### src/rtl/uart_tx.sv
// uart_tx: FIFO-fed UART transmitter with optional parity and one or two stop bits.
module uart_tx #(
  parameter int DATA_WIDTH   = 8,
  parameter int CLKS_PER_BIT = 868,
  parameter int PARITY_EN    = 0,
  parameter int PARITY_ODD   = 0,
  parameter int STOP_BITS    = 1
) (
  input  logic                  clk,
  input  logic                  rst,
  input  logic                  enable,
  input  logic                  fifo_empty,
  input  logic [DATA_WIDTH-1:0] fifo_data,
  output logic                  fifo_rd,
  output logic                  tx,
  output logic                  busy,
  output logic                  tx_done
);
  localparam int CW = $clog2(CLKS_PER_BIT);
  localparam int IW = DATA_WIDTH > 1 ? $clog2(DATA_WIDTH) : 1;
  typedef enum logic [2:0] {IDLE, START, DATA, PARITY, STOP} state_t;
  state_t state, state_n;
  logic [CW-1:0] cnt, cnt_n;
  logic [IW-1:0] idx, idx_n;
  logic [DATA_WIDTH-1:0] shreg, shreg_n;
  logic tx_n, rd_n, done_n, bit_end, last_data, last_stop;
  assign bit_end   = cnt == CW'(CLKS_PER_BIT - 1);
  assign last_data = idx == IW'(DATA_WIDTH - 1);
  assign last_stop = idx == IW'(STOP_BITS - 1);
  assign busy      = state != IDLE;
  always_ff @(posedge clk or posedge rst) begin
    if (rst) begin
      state   <= IDLE;
      cnt     <= '0;
      idx     <= '0;
      shreg   <= '0;
      tx      <= 1'b1;
      fifo_rd <= 1'b0;
      tx_done <= 1'b0;
    end else begin
      state   <= state_n;
      cnt     <= cnt_n;
      idx     <= idx_n;
      shreg   <= shreg_n;
      tx      <= tx_n;
      fifo_rd <= rd_n;
      tx_done <= done_n;
    end
  end
  // idx counts data bits in DATA and stop bits in STOP
  always_comb begin
    state_n = state;
    cnt_n   = bit_end ? '0 : cnt + CW'(1);
    idx_n   = idx;
    shreg_n = shreg;
    case (state)
      IDLE: begin
        cnt_n = '0;
        if (enable && !fifo_empty) begin
          state_n = START;
          shreg_n = fifo_data;
        end
      end
      START: if (bit_end) begin
        state_n = DATA;
        idx_n   = '0;
      end
      DATA: if (bit_end) begin
        idx_n   = last_data ? '0 : idx + IW'(1);
        state_n = !last_data ? DATA : PARITY_EN != 0 ? PARITY : STOP;
      end
      PARITY: if (bit_end) state_n = STOP;
      STOP: if (bit_end) begin
        idx_n   = last_stop ? '0 : idx + IW'(1);
        state_n = last_stop ? IDLE : STOP;
      end
      default: state_n = IDLE;
    endcase
  end
  // outputs are registered, so they are decoded from the next state
  always_comb begin
    tx_n   = state_n == START  ? 1'b0 :
             state_n == DATA   ? shreg_n[idx_n] :
             state_n == PARITY ? (^shreg) ^ (PARITY_ODD != 0) : 1'b1;
    rd_n   = state == IDLE && state_n == START;
    done_n = state == STOP && state_n == IDLE;
  end
endmodule

### config.mk
export PLATFORM = sky130hd
export DESIGN_NAME = uart_tx
export DESIGN_NICKNAME = d
export VERILOG_FILES = /design/src/rtl/uart_tx.sv
export SDC_FILE = /design/constraint.sdc
export NUM_CORES = 1
export LEC_CHECK = 0
export BUFFER_PORTS_ARGS = -buffer_cell sky130_fd_sc_hd__buf_2
export CAP_MARGIN = 30
export CORE_MARGIN = 5
export CORE_UTILIZATION = 45
export DETAILED_ROUTE_END_ITERATION = 8
export RECOVER_POWER = 100
export REMOVE_ABC_BUFFERS = 1
export SLEW_MARGIN = 30
export SYNTH_ARGS = -nofsm -noshare
export SYNTH_HDL_FRONTEND = slang
export SYNTH_SLANG_ARGS = --single-unit
### constraint.sdc
create_clock -name clk -period 2.8 [get_ports clk]
set_input_delay 0.42 -clock clk [delete_from_list [all_inputs] [get_ports clk]]
set_output_delay 0.42 -clock clk [all_outputs]
set_load 0.1 [all_outputs]
==> reports/metrics.cfg <==
[final_layout]
antenna-diode-count = 0
area_delta_synth_final_pct = 7.30
fin_nets = 179
final_common_cell = dfrtp_1
drive_gt1_share_pct = 17.9
final_cell_mix = dfrtp_1, nor2_1, xnor2_1
stdcell_count = 208

[pwr]
power_leakage_uw = 0.000737
powerDensity_nw_per_um2 = 372
peakVddDrop_v = 0.000220

[logic_synthesis]
yosysSeqAreaShare_pct = 44.4
synthMuxAreaShare_pct = 8.45
netlist_instances = 147
synth_xor_area_share_pct = 9.19
synth_area_um2 = 1530
synth_compound_gate_area_share_pct = 9.84
synth-simple-area-share_pct = 19.1
synth_top_family_by_area = simple AND/OR/NAND/NOR gates
yosysUniqueCellTypes = 41
synth-seq-cells = 27
yosys_warnings = 0
synth_fa_ha_area_share_pct = 3.28
synth.avg_cell_area_um2 = 10.4

[floorplan]
die_x_um = 68.2
core_area_um2 = 3310
boundaryPins = 16
initial_core_util_pct = 46.1
std_cell_rows = 21
die_h_um = 68.2
die_area_um2 = 4650

[route]
drc = 0
drt-total-wl_um = 2870
drt_iter0_markers = 51
vias_per_cell = 5.05
num_vias = 1050
ant_nets = 0
drtPass1Iterations = 5
wl_per_cell_um = 13.8

[sta]
skew_ns = 0.0114
relSlewSlack_pct = 22.5
report.final.hold_viol_count = 0
finalMaxSlewViolations = 0
fin_crit_sh_pct = 92.4
max_freq_mhz = 386
period_minus_slack_ns = 2.59
holdWs_ns = 0.298
worstMarginPinSlew_ns = 1.17
setup-violations-final = 0
rsz0062_at_grt = no
setup_tns_ns = 0

[hold_path]
worstHoldPathType = input port to async pin

[global_route]
grt-ovfl-total = 0
grt_max_degree = 28
antenna_found_initial = 0
track_usage_pct = 14.9
grt_first_pass_wirelength_um = 5210
grt_pass1_vias = 1059

[critical_path]
end_kind = flip-flop
r2r_slack_ns = 0.21
crit_fanout = 8
worstSetupPathType = flip-flop to flip-flop
reg2reg_depth = 8
cp.required_ns = 3.08
worstReg2RegStart = cnt[0]
worst_ep_arrival_time_ns = 2.87
start_kind = flip-flop
worstReg2RegEnd = tx

[run_status]
outcome = finished, final reports clean

[clock_tree]
numCtsBuffers = 3
clock_sinks = 27
cts-resized-gates = 0
clk_path_buf_depth = 2
clock_latency_ns = 0.33
clkTransAtPathRegs_ns = 0.16
tritoncts = built
cts-root-buf = clkbuf_4
cts-htree-levels = 1
postCtsSetupBuffers = 0
ctsHoldBuffers = 0

[place]
port_buffers = 15
gp_congestion = 0.863
placed_cells = 204
hpwl_um = 2200

[run]
maxCapViolCount = 0

critical path, cell delays in order (launching register included):
cell and delay, ns:
dfrtp_1 0.42, ha_1 0.29, nand4bb_4 0.15, or4_4 0.56, o21ai_2 0.17, and2_1 0.30
mux2_2 0.38, a211oi_2 0.23, a211oi_2 0.06
metrics by stage:
step	instance area, um2	power (uW)	util, %	setup WS [ns]
floorplan	1470	429	-	0.269
global route	1640	641	49.4	0.0211
finish	1640	609	49.4	0.211
global placement	1620	441	48.9	0.298
CTS	1650	617	49.8	0.193
detailed placement	1620	443	48.9	0.206
synthesized netlist by cell type (all sizes together):
| cell | n | area [um2] |
|---|---|---|
| a211o | 1 | 8.76 |
| a211oi | 2 | 25.0 |
| a21boi | 1 | 7.51 |
| a21o | 1 | 7.51 |
| a21oi | 4 | 20.0 |
| a221oi | 1 | 8.76 |
| a311oi | 1 | 8.76 |
| and2 | 1 | 6.26 |
| and3 | 2 | 12.5 |
| buf | 5 | 50.0 |
| clkbuf | 1 | 3.75 |
| dfrtp | 26 | 651 |
| dfstp | 1 | 26.3 |
| ha | 4 | 50.1 |
| inv | 9 | 33.8 |
| mux2 | 9 | 109 |
| mux2i | 2 | 20.0 |
| nand2 | 9 | 33.8 |
| nand2b | 4 | 25.0 |
| nand3 | 5 | 25.0 |
| nand4 | 3 | 18.8 |
| nand4bb | 1 | 27.5 |
| nor2 | 17 | 63.8 |
| nor2b | 2 | 12.5 |
| nor3 | 2 | 10.0 |
| nor4 | 3 | 25.0 |
| o21ai | 8 | 43.8 |
| o22ai | 2 | 12.5 |
| o31ai | 1 | 7.51 |
| or3 | 1 | 11.3 |
| or3b | 1 | 8.76 |
| or4 | 1 | 11.3 |
| xnor2 | 12 | 105 |
| xor2 | 4 | 35.0 |
cell families after synthesis:
logic type | after synthesis
AOI/OAI and AO/OA | 22
muxes | 11
xor gates and xnor gates | 16
buffers and inverters | 15
DFF | 27
and+or+nand+nor | 52
adders and majority gates | 4
worst max-delay path by stage:
stage              from  end  slack, ns  cells past startpoint
5_1_grt          cnt[0]   tx       0.02                      8
4_1_cts          cnt[0]   tx       0.19                      8
3_3_place_gp   state[0]   tx       0.30                      6
3_5_place_dp     cnt[0]   tx       0.21                      8
6_report         cnt[0]   tx       0.21                      8
2_1_floorplan  state[0]   tx       0.27                      6
area by class of cell:
type,count,area (um2)
clock buffer,3,22.5
clock inverter,1,7.51
fill,331,1670
inverter,9,33.8
multi-input combinational,105,753
sequential,27,677
tap,46,57.6
timing repair buffer,17,85.1
flip-flops by register name (all words and copies together), names as in the netlist:
name     cells
tx           1
state        3
cnt         10
tx_done      1
idx          3
shreg        8
fifo_rd      1
where the power goes:
part           switching [uW]  total [uW]  leakage (uW)  internal (uW)
Combinational            18.1        35.5      0.000373           17.3
Clock                     121         175     0.0000139           54.6
Sequential               3.15         398      0.000350            395
Total                     142         609      0.000737            467
routing by layer:
metal  global-route usage [%]  part of all wire, %  up-vias
met2                     22.3                   46       12
met1                     22.0                   51      501
met5                        0                    0        -
met4                     4.47                 0.87        0
met3                     2.46                  2.5        4
li1                         -                    -      533
No activity file was read; power rests on OpenSTA's default activity.
